===== config.mk =====
export PLATFORM = sky130hd
export DESIGN_NAME = rk_tape_player
export DESIGN_NICKNAME = d
export VERILOG_FILES = /design/src/rtl/rk_pkg.sv /design/src/rtl/rk_sync_fifo.sv /design/src/rtl/rk_tape_player.sv
export SDC_FILE = /design/constraint.sdc
export NUM_CORES = 1
export LEC_CHECK = 0
export BUFFER_PORTS_ARGS = -buffer_cell sky130_fd_sc_hd__clkbuf_2
export CAP_MARGIN = 10
export CORE_UTILIZATION = 55
export DETAILED_ROUTE_END_ITERATION = 7
export PLACE_DENSITY = 0.71
export SLEW_MARGIN = 20
export SYNTH_ARGS = -nofsm -noshare
export SYNTH_HDL_FRONTEND = slang
export SYNTH_SLANG_ARGS = --single-unit
export TNS_END_PERCENT = 1

===== constraint.sdc =====
create_clock -name clk -period 2.4 [get_ports clk]
set_clock_uncertainty 0.15 [all_clocks]
set_input_delay 0.24 -clock clk [delete_from_list [all_inputs] [get_ports clk]]
set_output_delay 0.24 -clock clk [all_outputs]
set_load 0.02 [all_outputs]

===== src/rtl/rk_pkg.sv =====
// Shared Radio-86RK definitions: tape framing constants and the tape player state encoding.
package rk_pkg;

  localparam logic [7:0] TAPE_SYNC_BYTE    = 8'hE6;
  localparam int         TAPE_LEADER_BYTES = 256;

  typedef enum logic [1:0] {
    TAPE_IDLE   = 2'd0,
    TAPE_LEADER = 2'd1,
    TAPE_SYNC   = 2'd2,
    TAPE_DATA   = 2'd3
  } tape_state_t;

endpackage


===== src/rtl/rk_sync_fifo.sv =====
// Single-clock FIFO with extra-MSB pointers, registered full flag and same-cycle (show-ahead) read data.
module rk_sync_fifo #(
  parameter int WIDTH = 8,
  parameter int DEPTH = 16
) (
  input  logic                   clk,
  input  logic                   reset_n,
  input  logic                   flush,
  input  logic                   wr_en,
  input  logic [WIDTH-1:0]       wr_data,
  input  logic                   rd_en,
  output logic [WIDTH-1:0]       rd_data,
  output logic                   full,
  output logic                   empty,
  output logic [$clog2(DEPTH):0] count
);
  localparam int          AW      = $clog2(DEPTH);
  localparam logic [AW:0] PTR_ONE = (AW+1)'(1);

  logic [WIDTH-1:0] mem [DEPTH];
  logic [AW:0]      wr_ptr_reg, wr_ptr_next;
  logic [AW:0]      rd_ptr_reg, rd_ptr_next;
  logic             full_reg, full_next;
  logic             push, pop;

  assign empty   = (wr_ptr_reg == rd_ptr_reg);
  assign full    = full_reg;
  assign count   = wr_ptr_reg - rd_ptr_reg;
  assign rd_data = mem[rd_ptr_reg[AW-1:0]];
  // A write into a full FIFO is dropped even if a pop happens on the same cycle.
  assign push    = wr_en && !full_reg;
  assign pop     = rd_en && !empty;

  always_comb begin
    wr_ptr_next = push ? wr_ptr_reg + PTR_ONE : wr_ptr_reg;
    rd_ptr_next = pop  ? rd_ptr_reg + PTR_ONE : rd_ptr_reg;
    full_next   = (wr_ptr_next[AW] != rd_ptr_next[AW]) &&
                  (wr_ptr_next[AW-1:0] == rd_ptr_next[AW-1:0]);
    if (flush) begin
      wr_ptr_next = '0;
      rd_ptr_next = '0;
      full_next   = 1'b0;
    end
  end

  always_ff @(posedge clk) begin
    if (!reset_n) begin
      wr_ptr_reg <= '0;
      rd_ptr_reg <= '0;
      full_reg   <= 1'b0;
    end else begin
      wr_ptr_reg <= wr_ptr_next;
      rd_ptr_reg <= rd_ptr_next;
      full_reg   <= full_next;
    end
  end

  always_ff @(posedge clk) begin
    if (push && !flush) begin
      mem[wr_ptr_reg[AW-1:0]] <= wr_data;
    end
  end

endmodule


===== src/rtl/rk_tape_player.sv =====
// Radio-86RK tape-in source: leader, sync byte, then FIFO payload, phase-encoded MSB first onto tape_out.
module rk_tape_player
  import rk_pkg::*;
#(
  parameter int         HALF_BIT_CYCLES = 20000,
  parameter int         LEADER_BYTES    = TAPE_LEADER_BYTES,
  parameter logic [7:0] SYNC_BYTE       = TAPE_SYNC_BYTE,
  parameter int         FIFO_DEPTH      = 16
) (
  input  logic       clk,
  input  logic       reset_n,
  input  logic [7:0] wr_data,
  input  logic       wr_en,
  input  logic       eof,
  input  logic       start,
  input  logic       abort,
  output logic       full,
  output logic       busy,
  output logic       underrun,
  output logic       tape_out
);
  localparam int TW = (HALF_BIT_CYCLES > 1) ? $clog2(HALF_BIT_CYCLES) : 1;
  localparam int LW = $clog2(LEADER_BYTES) + 1;

  tape_state_t   state_reg, state_next;
  logic [TW-1:0] timer_reg, timer_next;
  logic [2:0]    bit_idx_reg, bit_idx_next;
  logic          half_reg, half_next;
  logic [7:0]    shift_reg, shift_next;
  logic [LW-1:0] leader_cnt_reg, leader_cnt_next;
  logic          tape_reg, tape_next;
  logic          underrun_reg, underrun_next;
  logic          eof_seen_reg, eof_seen_next;

  logic          timer_wrap, end_play, fifo_rd_en, fifo_empty;
  logic [7:0]    next_byte, fifo_rd_data;

  rk_sync_fifo #(.WIDTH(8), .DEPTH(FIFO_DEPTH)) u_fifo (
    .clk     (clk),
    .reset_n (reset_n),
    .flush   (abort),
    .wr_en   (wr_en),
    .wr_data (wr_data),
    .rd_en   (fifo_rd_en),
    .rd_data (fifo_rd_data),
    .full    (full),
    .empty   (fifo_empty),
    .count   ()
  );

  assign busy     = (state_reg != TAPE_IDLE);
  assign underrun = underrun_reg;
  assign tape_out = tape_reg;

  always_comb begin
    state_next      = state_reg;
    timer_next      = timer_reg;
    bit_idx_next    = bit_idx_reg;
    half_next       = half_reg;
    shift_next      = shift_reg;
    leader_cnt_next = leader_cnt_reg;
    tape_next       = tape_reg;
    underrun_next   = underrun_reg;
    eof_seen_next   = eof_seen_reg;
    fifo_rd_en      = 1'b0;
    next_byte       = 8'h00;
    end_play        = 1'b0;
    timer_wrap      = (timer_reg == TW'(HALF_BIT_CYCLES - 1));

    if (state_reg == TAPE_IDLE) begin
      tape_next    = 1'b0;
      timer_next   = '0;
      half_next    = 1'b0;
      bit_idx_next = 3'd7;
      if (start) begin
        // First leader byte begins immediately: its bit7 first half is on the line next edge.
        underrun_next   = 1'b0;
        state_next      = TAPE_LEADER;
        leader_cnt_next = '0;
        shift_next      = next_byte;
        tape_next       = ~next_byte[7];
      end
    end else if (!timer_wrap) begin
      timer_next = timer_reg + TW'(1);
    end else begin
      timer_next = '0;
      if (!half_reg) begin
        half_next = 1'b1;
        tape_next = shift_reg[7];
      end else if (bit_idx_reg != 3'd0) begin
        half_next    = 1'b0;
        bit_idx_next = bit_idx_reg - 3'd1;
        shift_next   = shift_reg << 1;
        tape_next    = ~shift_reg[6];
      end else begin
        // Byte boundary: choose the next byte so the line continues without a gap.
        half_next    = 1'b0;
        bit_idx_next = 3'd7;
        if (state_reg == TAPE_LEADER) begin
          if (leader_cnt_reg == LW'(LEADER_BYTES - 1)) begin
            state_next = TAPE_SYNC;
            next_byte  = SYNC_BYTE;
          end else begin
            leader_cnt_next = leader_cnt_reg + LW'(1);
          end
        end else begin
          state_next = TAPE_DATA;
          if (!fifo_empty) begin
            fifo_rd_en = 1'b1;
            next_byte  = fifo_rd_data;
          end else if (eof_seen_reg) begin
            state_next    = TAPE_IDLE;
            end_play      = 1'b1;
            eof_seen_next = 1'b0;
          end else begin
            underrun_next = 1'b1;
          end
        end
        shift_next = next_byte;
        tape_next  = end_play ? 1'b0 : ~next_byte[7];
      end
    end

    if (eof) begin
      eof_seen_next = 1'b1;
    end

    if (abort) begin
      state_next    = TAPE_IDLE;
      tape_next     = 1'b0;
      timer_next    = '0;
      half_next     = 1'b0;
      bit_idx_next  = 3'd7;
      eof_seen_next = 1'b0;
      underrun_next = underrun_reg;
      fifo_rd_en    = 1'b0;
    end
  end

  always_ff @(posedge clk) begin
    if (!reset_n) begin
      state_reg      <= TAPE_IDLE;
      timer_reg      <= '0;
      bit_idx_reg    <= 3'd7;
      half_reg       <= 1'b0;
      shift_reg      <= 8'h00;
      leader_cnt_reg <= '0;
      tape_reg       <= 1'b0;
      underrun_reg   <= 1'b0;
      eof_seen_reg   <= 1'b0;
    end else begin
      state_reg      <= state_next;
      timer_reg      <= timer_next;
      bit_idx_reg    <= bit_idx_next;
      half_reg       <= half_next;
      shift_reg      <= shift_next;
      leader_cnt_reg <= leader_cnt_next;
      tape_reg       <= tape_next;
      underrun_reg   <= underrun_next;
      eof_seen_reg   <= eof_seen_next;
    end
  end

endmodule


==> run metrics, run 1 <==
drt drc=0; reg2reg end=u_fifo.full$_SDFF_PP0_; crit start category=register; CP endpoint kind=register; # fillers=approximately 980; CTS Root Cell=clkbuf_16; Worst path depth=7; CP arrival=approximately 2500 ps; sequential share of the synthesized area=between 60 and 70%; Starting Density=between 50% and 60%; Rows=43; Post-synth EDFFs=approximately 130; worst vdd ir=approximately 0.7 mV; final hold vios=0; Final Util=approximately 64%; clock net sink count=180; clk slew on worst S/H paths=about 60 ps; CTS tree=yes; top cells by area, synth=edfxtp_1 49%, dfxtp_1 13%, mux4_2 9.5%, nor2_1 3.3%, xnor2_1 1.9%; Int Pwr=4.72 mW; Port Buffers=17; FF-to-FF Start=timer_reg[1]$_SDFF_PP0_; RePlAce Congestion=0.859; initial antenna violation count=0; Seq pwr share=a little under three fifths; max incr delay on CP=roughly 400 ps; Die X=approximately 120 um; layout cells sized above 1=between 20 and 25%; Lkg Pwr=roughly 2.9 nW; worst hold slack=about 91 ps; nets=between 600 and 700; prevailing post-synth register cell=edfxtp_1; critical path launch point=timer_reg[1]$_SDFF_PP0_; Clk pwr share=41.7%; CP most frequent cell=nor4_2; Final ANT Viol Nets=0; Critical Path End=u_fifo.full$_SDFF_PP0_; H-tree depth=4; HP Class=in -> reg; worst-skew pair later-pin latency=~420 ps; final count of negative-setup-slack endpoints=0; Largest register FFs=128; Synth async-reset ratio=0%; DP Wirelength=roughly 11000 um; antenna cell count=0; die area=roughly 0.015 mm^2; reg2reg path depth=7; Synth Instances=573; Sw Ratio=between 20% and 30%; post-synth top area cell=edfxtp_1; Synth Cell Area=approximately 0.008 mm^2; CP delay by family, top=simple AND/OR/NAND/NOR gates; Syn Nets=about 600; measured slew at the worst slew-check pin=412 ps; Pwr Total=6.01 mW; final std cells w/o fill=between 800 and 900; Iter 0 DRT Violations=approximately 350; Ys Warns=0; FMAX=about 430 MHz; first-pass GRT wire length=between 20000 and 30000 um; worst path bufs/invs=0; Distinct cells, synth=58; Syn Area/Cell=13.7 um^2; WL per Instance=~19 um; 1st-pass router iterations=5; status=finished clean; max-slew violation count=0; Synth top area share=around 50%; PD cells=between 600 and 700 mW/mm^2; I/O pin total=18; power share of the combinational group=roughly 2.6%; Switching Power=around 1.3 mW; vias in the first global route=4803; P&R area growth vs syn=13.9%; most frequent cells in the layout=128 x edfxtp_1, 69 x nor2_1, 46 x dfxtp_1; total track usage=a little under a quarter; final WL=approximately 16000 um; reg2reg setup slack=~85 ps; Crit-path slowest cell=dfxtp_1; max cap viols=0; dpl cells=~780; crit path max fanout=6; crit-path cells=ha_4 -> and4b_1 -> nand4_2 -> or3_4 -> nor4_2 -> a211oi_1 -> nor4_2; vias=about 4.8k; Core ar.=between 0.01 and 0.015 mm^2; Rel. slew slack=~72%; most common cell after layout, fill and taps aside=edfxtp_1; largest net degree at the start of global routing=26; number of synthesized register bits=between 150 and 200; Crit Path Class=reg -> reg; crit path time final=2320 ps; CTS max path bufs=2; gr ovfl total=0; total CTS buffers=17; vias per cell=5.92; final worst path period share=96.5%; Die H=roughly 120 um; Crit path required time=2560 ps
[per-stage QoR]
step | setup slack [ps] | cell area (um^2) | setup TNS, ps
after floorplan | 246 | 7850 | 0
after global placement | 145 | 8360 | 0
after detailed placement | -5.88 | 8360 | -5.88
after CTS | 23.9 | 8900 | 0
after global routing | -7.48 | 8940 | -7.48
final | 84.8 | 8940 | 0
[metal layers]
metal | track usage [%] | wire (um) | vias to the layer above
li1 | - | - | 2271
met1 | 30.3 | 6840 | 2394
met2 | 39.1 | 7850 | 145
met3 | 5.87 | 684 | 23
met4 | 8.10 | 374 | 0
met5 | 0 | 0 | -
[worst reg2reg max path, stage by stage (launching register included)]
cell and delay, ps:
dfxtp_1 400, ha_4 190, and4b_1 220, nand4_2 170, or3_4 400, nor4_2 280
a211oi_1 100, nor4_2 300
[power by group through the flow]
stage                     logic, mW  clock network, mW  registers, mW
final                         0.157               2.51           3.34
after global routing          0.172               2.70           3.34
after CTS                     0.157               2.56           3.34
after detailed placement      0.154                  0           3.41
after global placement        0.149                  0           3.41
after floorplan              0.0761                  0           3.41
[worst min-delay path by stage]
stage                                      startpoint                               to  slack, ps  depth (start not counted)
after floorplan                            wr_data[0]       u_fifo.mem[0][0]$_DFFE_PP_        190                          0
after global placement      shift_reg[1]$_SDFFE_PN0P_        shift_reg[1]$_SDFFE_PN0P_        300                          2
after detailed placement  bit_idx_reg[1]$_SDFFE_PP1P_      bit_idx_reg[1]$_SDFFE_PP1P_        310                          2
after CTS                                       abort  u_fifo.rd_ptr_reg[1]$_SDFF_PP0_         60                          4
after global routing                            abort  u_fifo.rd_ptr_reg[1]$_SDFF_PP0_         80                          4
final                                           abort  u_fifo.rd_ptr_reg[1]$_SDFF_PP0_         90                          4
[cell families after synthesis]
kind of cell | share of synthesized area (%)
fa+ha+maj | 1.59
buf+inv | 2.49
mux | 10.5
xor+xnor | 3.78
compound gates | 6.09
flops | 62.2
simple gates | 13.4
[timing repair]
action | 4_1_cts | 5_1_grt
setup buffers | 0 | 1
hold endpoints to repair | 1 | 0
hold buffers | 1 | 0
resized for setup | 1 | 12
pin swaps | 0 | 1
setup endpoints to repair | 1 | 6
[Yosys cell counts (all sizes together), types with 2 or more instances]
cell    number
nor4         4
a31oi        7
and2b        2
nor2b       11
clkbuf       8
nor3b        5
a211oi       9
mux2i        8
o21ai       10
dfxtp       52
o211ai       3
nand2       27
xnor2       17
nand2b       9
nor2        69
xor2        16
nand4        8
o31ai        5
or3          4
and2         3
and3         7
a21o         3
a222oi       2
a21oi       23
nor4b        3
mux4        33
nor3        15
buf         17
nand3       20
ha          10
inv         15
a21boi       4
edfxtp     128
and4b        5
[final cells by class]
| type | count | area (um^2) | area share, % |
|---|---|---|---|
| Tap cell | 180 | 225 | 2.52 |
| Inverter | 15 | 56.3 | 0.630 |
| Clock buffer | 18 | 429 | 4.80 |
| Multi-Input combinational cell | 353 | 2800 | 31.3 |
| Sequential cell | 180 | 4890 | 54.7 |
| Clock inverter | 14 | 98.8 | 1.11 |
| Timing Repair Buffer | 57 | 442 | 4.94 |
Power figures use the tool's default switching activity.
==> inputs of run 2 (changes only) <==
CORE_ASPECT_RATIO = 0.9   (was unset)
==> run 2 against run 1 <==
Total power rose by 3.6%; global-route usage rose by 1.2 points; sequential share of layout area fell by 0.40 points; sequential power barely moved; non-clock buffer count rose by 4; register-to-register slack barely moved; design area rose by 0.66%; utilization rose by 0.086 points; clock power rose by 8.4%; fmax fell by 0.31%; worst hold slack got worse by 32 ps; first-iteration DRC count rose by 25%.
==> run metrics, run 2 (synthesis gave the netlist of run 1 again) <==
clock net sink count=180 (unchanged); max-slew violation count=0 (unchanged); max incr delay on CP=440 ps (+40 ps); Setup Buffers After CTS=0 (unchanged); total track usage=24.8% (+1.2 points); crit path max fanout=30 (+24); Design Area, Final=0.00900 mm^2 (+0.66%); PD cells=691 mW/mm^2 (+2.9%); FF-to-FF Start=u_fifo.rd_ptr_reg[2]$_SDFF_PP0_; Crit-path slowest cell=dfxtp_1; most frequent cells in the layout=128 x edfxtp_1, 69 x nor2_1, 49 x dfxtp_1; Die H=115 um (-5.0%); Fin Setup TNS=0 ps (unchanged); Crit path required time=2560 ps (about the same); Final Util=64.5% (+0.086 points); Hold Startpoint=abort; Port Buffers=17 (unchanged); DP Area=0.00839 mm^2 (+0.34%); measured slew at the worst slew-check pin=444 ps (+32.0 ps); Rows=41 (-4.7%); antenna cell count=0 (unchanged); unrepaired setup endpoints after global routing=yes; CP arrival=2480 ps (about the same); Final ANT Viol Nets=0 (unchanged); die area=0.0148 mm^2 (about the same); final std cells w/o fill=834 (+2.1%); vias per cell=5.76 (-2.7%); WL per Instance=19.6 um (+1.4%); initial antenna violation count=0 (unchanged); DP Wirelength=11100 um (+3.5%); reg2reg path depth=7 (unchanged); P&R area growth vs syn=14.6%; nets=652 (+0.62%); worst-skew pair later-pin latency=430 ps (about the same); drt drc=0 (unchanged); final worst path period share=96.8% (+0.30 points); vias=4800 (-0.68%); total CTS buffers=17 (unchanged); layout cells sized above 1=22.6% (+0.17 points); gr ovfl total=0 (unchanged); critical path launch point=u_fifo.rd_ptr_reg[2]$_SDFF_PP0_; first-pass GRT wire length=26300 um (+3.5%); dpl ws=43.5 ps (+49.4 ps); max cap viols=0 (unchanged); crit-path cells=buf_12 -> mux4_2 -> nor2b_1 -> a211oi_1 -> a21oi_1 -> a222oi_1 -> nor3b_1; Iter 0 DRT Violations=439 (+25%); CTS Root Cell=clkbuf_16; worst vdd ir=0.783 mV (+11%); status=finished clean; 1st-pass router iterations=5 (unchanged); RePlAce Congestion=0.904 (+5.3%); Critical Path End=shift_reg[4]$_SDFFE_PN0P_; Largest register FFs=128 (unchanged); H-tree depth=4 (unchanged); Die X=128 um (+5.3%); HP Class=in -> reg; dpl cells=801 (+2.3%); reg2reg setup slack=80 ps (about the same); I/O pin total=18 (unchanged); final hold vios=0 (unchanged); Pwr Total=6.22 mW (+3.6%); CP endpoint kind=register; CTS tree=yes; largest net degree at the start of global routing=31 (+19%); setup ws final=77.6 ps (-7.12 ps); final count of negative-setup-slack endpoints=0 (unchanged); vias in the first global route=4827 (+0.50%); crit start category=register; final WL=16300 um (+3.5%); Rel. slew slack=70.3% (-1.9 points); Starting Density=56.3% (-0.29 points); clk slew on worst S/H paths=70 ps (about the same); worst hold slack=59.1 ps (-31.7 ps); CTS max path bufs=2 (unchanged); crit path time final=2320 ps (+7.12 ps); Core ar.=0.0140 mm^2 (+0.52%); reg2reg end=shift_reg[4]$_SDFFE_PN0P_; Lkg Pwr=2.98 nW (+1.7%); Crit Path Class=reg -> reg; FMAX=431 MHz (-0.31%); most common cell after layout, fill and taps aside=edfxtp_1
-- run 2: cell types whose count changed in the layout (fill, tap and decap cells not counted), sizes merged --
cell	change
clkinvlp	-1
inv	+2
buf	+4
bufinv	+1
clkinv	-2
-- run 2: area by class of cell --
class	count	area, um^2
Fill cell	1037	4950
Timing Repair Buffer	61	447
Multi-Input combinational cell	353	2790
Clock inverter	14	143
Inverter	15	56.3
Tap cell	193	241
Clock buffer	18	439
Sequential cell	180	4890
-- run 2: power breakdown --
part | internal, mW | switching, mW | total (mW)
Clock | 1.49 | 1.23 | 2.72
Combinational | 0.0531 | 0.106 | 0.159
Sequential | 3.33 | 0.00806 | 3.34
Total | 4.88 | 1.34 | 6.22
-- run 2: repair_timing --
action,CTS,global route
endpoints found under the setup margin,0,10
endpoints found under the hold margin,1,0
hold buffers,1,0
gates resized for setup,0,7
-- run 2: critical path, delay by kind of cell, from the launching register on --
kind | cells | cell delay [ps]
AND/OR/NAND/NOR | 2 | 240
buffers and inverters | 1 | 240
flip-flops | 1 | 440
AO/OA/AOI/OAI | 3 | 780
multiplexers | 1 | 340
-- run 2: per-layer routing --
| metal | vias to the layer above | GRT usage [%] | routed length (um) |
|---|---|---|---|
| met3 | 18 | 5.03 | 894 |
| met4 | 0 | 10.3 | 256 |
| met2 | 126 | 40.6 | 8150 |
| met5 | - | 0 | 0 |
| met1 | 2390 | 32.7 | 7010 |
| li1 | 2266 | - | - |
-- run 2: worst min-delay path by stage --
stage,to,slack [ps],cells past startpoint
floorplan,u_fifo.mem[0][0]$_DFFE_PP_,190,0
global placement,eof_seen_reg$_SDFFE_PP0P_,300,3
global route,u_fifo.mem[12][7]$_DFFE_PP_,70,1
detailed placement,shift_reg[1]$_SDFFE_PN0P_,310,2
finish,underrun$_SDFFE_PN0P_,60,3
CTS,underrun$_SDFFE_PN0P_,40,3
==> inputs of run 3 (changes only) <==
RECOVER_POWER = 50   (was unset)
==> run 3 against run 2 <==
First-iteration DRC count decreased by 17%; clock power about the same; critical path depth unchanged; sequential power about the same; sequential share of layout area rose by 0.27 points; critical path type unchanged; design area shrank 0.50%; largest cell class unchanged; worst setup slack worse by 17 ps; non-clock buffer count unchanged; final cell count did not move.
==> run metrics, run 3 (synthesis gave the netlist of run 1 again) <==
reg2reg end=shift_reg[4]$_SDFFE_PN0P_; Starting Density=56.3% (unchanged); dpl cells=801 (unchanged); crit-path cells=buf_12 -> mux4_2 -> nor2b_1 -> a211oi_1 -> a21oi_1 -> a222oi_1 -> nor3b_1; final hold vios=0 (unchanged); worst path bufs/invs=1 (unchanged); I/O pin total=18 (unchanged); largest net degree at the start of global routing=31 (unchanged); CP arrival=2500 ps (+20 ps); Core ar.=0.0140 mm^2 (unchanged); crit start category=register; DP Area=0.00839 mm^2 (unchanged); FF-to-FF Start=u_fifo.rd_ptr_reg[2]$_SDFF_PP0_; FMAX=428 MHz (-0.72%); PD cells=694 mW/mm^2 (+0.41%); reg2reg setup slack=60 ps (-20 ps); first-pass GRT wire length=26300 um (unchanged); P&R area growth vs syn=14.0%; Die H=115 um (unchanged); Fin Setup TNS=0 ps (unchanged); Crit-path slowest cell=dfxtp_1; clk slew on worst S/H paths=70 ps (about the same); reg2reg path depth=7 (unchanged); most frequent cells in the layout=128 x edfxtp_1, 69 x nor2_1, 49 x dfxtp_1; final std cells w/o fill=834 (unchanged); clock net sink count=180 (unchanged); total CTS buffers=17 (unchanged); drt drc=0 (unchanged); WL per Instance=19.7 um (+0.55%); Largest register FFs=128 (unchanged); nets=652 (unchanged); worst-skew pair later-pin latency=430 ps (about the same); Final ANT Viol Nets=0 (unchanged); CTS max path bufs=2 (unchanged); HP Class=in -> reg; CP delay by family, top=compound AO/OA/AOI/OAI gates; initial antenna violation count=0 (unchanged); final count of negative-setup-slack endpoints=0 (unchanged); Setup Buffers After CTS=0 (unchanged); Worst Hold Path EP=underrun$_SDFFE_PN0P_; worst vdd ir=0.781 mV (-0.26%); vias=4851 (+1.1%); layout cells sized above 1=19.8% (-2.8 points); total track usage=24.8% (unchanged); CTS Root Cell=clkbuf_16; Hold Startpoint=abort; Pwr Total=6.22 mW (about the same); vias per cell=5.82 (+1.1%); final worst path period share=97.5% (+0.70 points); CTS tree=yes; H-tree depth=4 (unchanged); most common cell after layout, fill and taps aside=edfxtp_1; Port Buffers=17 (unchanged); Crit Path Class=reg -> reg; crit path max fanout=30 (unchanged); Design Area, Final=0.00895 mm^2 (-0.50%); crit path time final=2340 ps (+16.8 ps); Die X=128 um (unchanged); gr ovfl total=0 (unchanged); max-slew violation count=0 (unchanged); DP Wirelength=11100 um (unchanged); unrepaired setup endpoints after global routing=yes; Rows=41 (unchanged); max incr delay on CP=440 ps (about the same); vias in the first global route=4827 (unchanged); Crit path required time=2560 ps (about the same); measured slew at the worst slew-check pin=669 ps (+224 ps); max cap viols=0 (unchanged); worst hold slack=57.8 ps (-1.32 ps); RePlAce Congestion=0.904 (unchanged); Hold Path Cell Cnt=3 (unchanged); CP endpoint kind=register; Lkg Pwr=2.91 nW (-2.3%); 1st-pass router iterations=5 (unchanged); die area=0.0148 mm^2 (unchanged); Iter 0 DRT Violations=363 (-17%); status=finished clean; Rel. slew slack=55.4% (-15 points); final WL=16400 um (+0.55%); antenna cell count=0 (unchanged)
[run 3: changes by cell type in the layout (fill, tap and decap cells not counted), sizes merged]
cell	before	now
clkbuf	35	42
buf	43	36
[run 3: what timing repair did]
action                                  CTS  global route
endpoints found under the setup margin    0            10
hold endpoints to repair                  1             0
hold buffers                              1             0
resized for setup                         0             7
[run 3: final cells by class]
cell class | instances | area [um^2]
Clock buffer | 18 | 439
Clock inverter | 14 | 143
Fill cell | 1060 | 5000
Inverter | 15 | 56.3
Multi-Input combinational cell | 353 | 2780
Sequential cell | 180 | 4890
Tap cell | 193 | 241
Timing Repair Buffer | 61 | 408
[run 3: how the worst max path moves through the flow]
stage / from / to / slack [ps] / cells past startpoint
2_1_floorplan: u_fifo.rd_ptr_reg[0]$_SDFF_PP0_ / shift_reg[3]$_SDFFE_PN0P_ / 250 / 7
5_1_grt: u_fifo.rd_ptr_reg[0]$_SDFF_PP0_ / u_fifo.full$_SDFF_PP0_ / -30 / 8
6_report: u_fifo.rd_ptr_reg[2]$_SDFF_PP0_ / shift_reg[4]$_SDFFE_PN0P_ / 60 / 7
3_3_place_gp: u_fifo.rd_ptr_reg[0]$_SDFF_PP0_ / shift_reg[4]$_SDFFE_PN0P_ / 140 / 7
3_5_place_dp: u_fifo.rd_ptr_reg[0]$_SDFF_PP0_ / shift_reg[4]$_SDFFE_PN0P_ / 40 / 7
4_1_cts: u_fifo.rd_ptr_reg[0]$_SDFF_PP0_ / shift_reg[4]$_SDFFE_PN0P_ / 20 / 7
[run 3: worst min-delay path, stage by stage]
cell      delay, ps
clkbuf_2        130
nor3b_1          70
nor3_1          150
[run 3: power by group]
part	switching (mW)	total [mW]	internal (mW)	leakage, nW
clock	1.22	2.72	1.49	0.293
combinational	0.107	0.156	0.0493	1.05
sequential	0.00798	3.34	3.33	1.57
total	1.34	6.22	4.88	2.91
[run 3: layer usage]
layer / routed length [um] / vias up / global-route usage, %
met5: 0 / - / 0
met3: 916 / 22 / 5.03
met4: 293 / 0 / 10.3
met2: 8130 / 145 / 40.6
met1: 7060 / 2417 / 32.7
li1: - / 2267 / -
[run 3: through the flow]
step | utilization (%) | setup WS, ps
global placement | 60.1 | 138
finish | 64.2 | 60.9
global route | 64.2 | -29.3
CTS | 64.4 | 20.0
floorplan | - | 246
detailed placement | 60.1 | 43.5
